File: config.mk
export PLATFORM = sky130hd
export DESIGN_NAME = clint_timer
export DESIGN_NICKNAME = d
export VERILOG_FILES = /design/src/rtl/clint_timer_pkg.sv /design/src/rtl/clint_prescaler.sv /design/src/rtl/clint_timer.sv
export SDC_FILE = /design/constraint.sdc
export NUM_CORES = 1
export LEC_CHECK = 0
export BUFFER_PORTS_ARGS = -buffer_cell sky130_fd_sc_hd__buf_2
export CORE_MARGIN = 3
export CORE_UTILIZATION = 29
export DETAILED_ROUTE_END_ITERATION = 8
export SKIP_CTS_REPAIR_TIMING = 1
export SLEW_MARGIN = 20
export SYNTH_ARGS = -nofsm -noshare
export SYNTH_HDL_FRONTEND = slang
export SYNTH_SLANG_ARGS = --single-unit
File: constraint.sdc
create_clock -name clk -period 15.4 [get_ports clk]
set_input_delay 3.08 -clock clk [delete_from_list [all_inputs] [get_ports clk]]
set_output_delay 3.08 -clock clk [all_outputs]
set_load 0.01 [all_outputs]
File: src/rtl/clint_timer_pkg.sv
// clint_timer_pkg: register offsets and bus FSM states shared by the CLINT timer
package clint_timer_pkg;
  localparam logic [3:0] CLINT_MTIME_LO    = 4'h0;
  localparam logic [3:0] CLINT_MTIME_HI    = 4'h4;
  localparam logic [3:0] CLINT_MTIMECMP_LO = 4'h8;
  localparam logic [3:0] CLINT_MTIMECMP_HI = 4'hC;
  typedef enum logic {IDLE, ACK} clint_state_t;
endpackage

File: src/rtl/clint_prescaler.sv
// clint_prescaler: divides clk into a one-cycle tick every TICK_DIV cycles
module clint_prescaler #(
  parameter int TICK_DIV = 1
) (
  input  logic clk,
  input  logic rst,
  output logic tick
);
  localparam int W = TICK_DIV > 1 ? $clog2(TICK_DIV) : 1;
  logic [W-1:0] cnt_q, cnt_d;
  assign tick = cnt_q == W'(TICK_DIV - 1);
  // count up to TICK_DIV-1, wrap on tick (stays at 0 when TICK_DIV is 1)
  always_comb cnt_d = tick ? '0 : cnt_q + 1'b1;
  // prescaler count register
  always_ff @(posedge clk or posedge rst)
    if (rst) cnt_q <= '0;
    else cnt_q <= cnt_d;
endmodule

File: src/rtl/clint_timer.sv
// clint_timer: memory-mapped mtime/mtimecmp with coherent 64-bit reads and timer interrupt
module clint_timer
  import clint_timer_pkg::*;
#(
  parameter int TICK_DIV = 1
) (
  input  logic        clk,
  input  logic        rst,
  input  logic        bus_req,
  input  logic        bus_we,
  input  logic [3:0]  bus_addr,
  input  logic [31:0] bus_wdata,
  input  logic [3:0]  bus_be,
  output logic [31:0] bus_rdata,
  output logic        bus_ack,
  output logic [63:0] mtime_o,
  output logic        timer_interrupt
);
  clint_state_t state_q, state_d;
  logic [63:0] mtime_q, mtime_d, mtimecmp_q, mtimecmp_d;
  logic [31:0] snap_q, snap_d, rdata_q, rdata_d;
  logic        irq_q, irq_d, tick, acc, rd, wr;
  logic [1:0]  word;
  logic        unused_addr;

  function automatic logic [31:0] merge(input logic [31:0] old, input logic [31:0] wd, input logic [3:0] be);
    logic [31:0] m;
    for (int i = 0; i < 4; i++) m[8*i+:8] = be[i] ? wd[8*i+:8] : old[8*i+:8];
    return m;
  endfunction

  clint_prescaler #(.TICK_DIV(TICK_DIV)) u_presc (.clk(clk), .rst(rst), .tick(tick));

  assign unused_addr     = ^bus_addr[1:0];
  assign bus_ack         = state_q == ACK;
  assign bus_rdata       = rdata_q;
  assign mtime_o         = mtime_q;
  assign timer_interrupt = irq_q;

  // decode the access, apply writes (a write beats the tick), build read data and next state
  always_comb begin
    acc        = state_q == IDLE && bus_req;
    wr         = acc && bus_we;
    rd         = acc && !bus_we;
    word       = bus_addr[3:2];
    state_d    = acc ? ACK : IDLE;
    mtime_d    = wr && word == CLINT_MTIME_LO[3:2] ? {mtime_q[63:32], merge(mtime_q[31:0], bus_wdata, bus_be)} :
                 wr && word == CLINT_MTIME_HI[3:2] ? {merge(mtime_q[63:32], bus_wdata, bus_be), mtime_q[31:0]} :
                 tick ? mtime_q + 64'd1 : mtime_q;
    mtimecmp_d = wr && word == CLINT_MTIMECMP_LO[3:2] ? {mtimecmp_q[63:32], merge(mtimecmp_q[31:0], bus_wdata, bus_be)} :
                 wr && word == CLINT_MTIMECMP_HI[3:2] ? {merge(mtimecmp_q[63:32], bus_wdata, bus_be), mtimecmp_q[31:0]} :
                 mtimecmp_q;
    snap_d     = rd && word == CLINT_MTIME_LO[3:2] ? mtime_q[63:32] : snap_q;
    rdata_d    = !rd ? 32'd0 :
                 word == CLINT_MTIME_LO[3:2]    ? mtime_q[31:0] :
                 word == CLINT_MTIME_HI[3:2]    ? snap_q :
                 word == CLINT_MTIMECMP_LO[3:2] ? mtimecmp_q[31:0] : mtimecmp_q[63:32];
    irq_d      = mtime_q >= mtimecmp_q;
  end

  // state registers, all cleared asynchronously
  always_ff @(posedge clk or posedge rst)
    if (rst) begin
      state_q    <= IDLE;
      mtime_q    <= '0;
      mtimecmp_q <= '1;
      snap_q     <= '0;
      rdata_q    <= '0;
      irq_q      <= 1'b0;
    end else begin
      state_q    <= state_d;
      mtime_q    <= mtime_d;
      mtimecmp_q <= mtimecmp_d;
      snap_q     <= snap_d;
      rdata_q    <= rdata_d;
      irq_q      <= irq_d;
    end
endmodule
==> qor.txt <==
Die ar. -> 0.04073 mm²
Largest net degree at the start of global routing -> 128
Yosys reg bits -> 194
Die height -> 201.8 µm
Clock Sinks -> 194
Sequential area share after synthesis -> 44.38%
Yosys synthesis warning count -> 0
Hold path startpoint -> bus_ack
Drt drc -> 0
Slew Limit Fails -> 0
Via count -> 9366
Share of the synthesized area in the top cell type -> 29.26%
Max clock buf depth -> 2
Area delta synth->final -> 16.47%
Total track usage -> 18.43%
Power Density -> 141.7 mW/mm²
# diodes -> 0
Crit path time final -> 5.597 ns
Worst-margin pin slew -> 1.057 ns
Ports -> 142
Synth Area per Inst -> 10.14 µm²
DRT iter0 DRCs -> 652
DRT Pass-1 Iters -> 7
Vias in the first global route -> 9319
First-pass GRT wire length -> 57.81 mm
CP max FO -> 65
Synthesized Nets -> 1206
Die width -> 201.8 µm
Wirelength, routed -> 37.42 mm
Post-synth ARST share -> 100.0%
H-tree Lvls -> 4
Run status -> completed
Core area -> 0.03776 mm²
Final ANT Viol Nets -> 0
Period utilization -> 36.35%
Avg WL per Cell -> 21.36 µm
Synth Cell Area -> 0.01112 mm²
Initial Util -> 29.45%
Worst Path Required -> 15.74 ns
Final Cell Area -> 0.01295 mm²
Synth Flop Type -> dfrtp_1
Total of max-cap violations -> 0
GRT overflow -> 0
Clock-pin slew on the worst setup and hold paths -> 0.08 ns
Clock latency on the worst-skew pair -> 0.45 ns
Leakage power -> 5.506 nW
Clock Skew -> 0.01738 ns
Max rail drop VDD -> 0.00006902 V
CP Launch Point -> bus_addr[3]
Hold Fails Final Rpt -> 0
CTS tree -> built
Leading post-synthesis cells by instance count -> dfrtp_1 (130), nor2_1 (105), nand2_1 (104), inv_1 (73)
Hold Path Class -> flop to flop
CP Capture Type -> flop
Arr. time, crit path -> 5.94 ns
DR vias/cell -> 5.346
Row cnt -> 71
Largest cells by area after synthesis -> dfrtp_1 (29%), dfstp_2 (15%), ha_1 (7.3%)
Layout Utilization -> 34.30%
Gate Count Post-Synth -> 1097
Post-synth EDFFs -> 0
RePlAce Congestion -> 0.9450
Worst Setup Path Type -> primary input to flop
RR Startpoint -> mtime_o[0]
Placed cell area -> 0.01238 mm²
Netlist cell types -> 61
Root buf cell -> clkbuf_16
Endpoints failing setup -> 0
Nets -> 1337
Setup TNS -> 0 ns
DP HPWL -> 27.21 mm
Initial antenna violation count -> 1
Unrepaired setup endpoints after global routing -> no
Max frequency -> 178.7 MHz
Worst slew margin -> 29.24%
CP startpoint kind -> primary input
Port bufs -> 139
Ratio of cells with drive above 1 in the final layout -> 29.33%
Top-count cell post-synth -> dfrtp_1
Num CTS Buffers -> 17
Leading area contributor after synthesis -> dfrtp_1
[where the power goes]
group | switching [W] | total (W) | internal (W)
Sequential | 0.000161 | 0.000824 | 0.000663
Clock | 0.000227 | 0.000446 | 0.000219
Combinational | 0.000300 | 0.000566 | 0.000266
Total | 0.000687 | 0.00184 | 0.00115
[layout by cell type (no fill, tap or decap), drive strengths merged, types with 54 or more instances in the layout]
cell type  count
a21oi         54
buf          146
dfrtp        130
dfstp         64
ha            65
inv           80
mux2          65
nand2        104
nor2         107
o21ai         61
[through the flow]
| step | hold slack, ns | cells | setup slack [ns] | power, W |
|---|---|---|---|---|
| 2_1_floorplan | 0.4452 | 1097 | 7.142 | 0.001160 |
| 3_3_place_gp | 0.4722 | 1720 | 9.388 | 0.001380 |
| 3_5_place_dp | 0.4736 | 1720 | 9.372 | 0.001398 |
| 4_1_cts | 0.4901 | 1752 | 9.841 | 0.001851 |
| 5_1_grt | 0.5242 | 1752 | 9.517 | 0.001960 |
| 6_report | 0.4937 | 1752 | 9.803 | 0.001836 |
[worst paths after layout]
check | endpoint | cells past startpoint | slack (ns)
worst max-delay path | mtime_o[51] | 8 | 9.80
worst min-delay path | bus_ack | 1 | 0.49
worst max register to register | mtime_o[56] | 8 | 12.11
worst min register to register | bus_ack | 1 | 0.49
max in group asynchronous | snap_q[11] | 3 | 11.02
min in group asynchronous | bus_rdata[27] | 2 | 2.82
[area by class of cell]
cell class                      count  area, µm²
Clock buffer                       20      446.7
Clock inverter                     12      120.1
Fill cell                        3887      24800
Inverter                           73      281.5
Multi-Input combinational cell    796       5781
Sequential cell                   194       4935
Tap cell                          511      639.4
Timing Repair Buffer              146      748.2
[worst max-delay path, stage by stage]
cell and delay [ns]:
buf_2 0.44, nand3b_1 0.19, buf_4 0.54, nand2_1 0.37, nor2_1 0.67, nand3_1 0.31, o22ai_1 0.23, nor2_1 0.06
[cell families after synthesis]
logic type,after synthesis,share of synthesized area [%]
multiplexers,98,13.15
buffers and inverters,107,3.657
flip-flops,194,44.38
adder cells (fa/ha/maj),65,7.314
AO/OA/AOI/OAI,206,11.72
AND/OR/NAND/NOR,426,19.69
XOR/XNOR,1,0.07878
[flip-flops by register name (all words and copies together) (netlist names)]
register and cells:
bus_rdata 32, mtimecmp_q 64, bus_ack 1, mtime_o 64
timer_interrupt 1, snap_q 32
[metal layers]
metal  routed length [µm]  track usage (%)  vias up  part of all wire, %
met2                16950            28.44      339                   45
met1                16940            25.65     4675                   45
met4                  880            5.856        2                  2.4
met5                   12                0        -                0.032
li1                     -                -     4293                    -
met3                 2630            4.429       57                  7.0
Power figures use the tool's default switching activity.
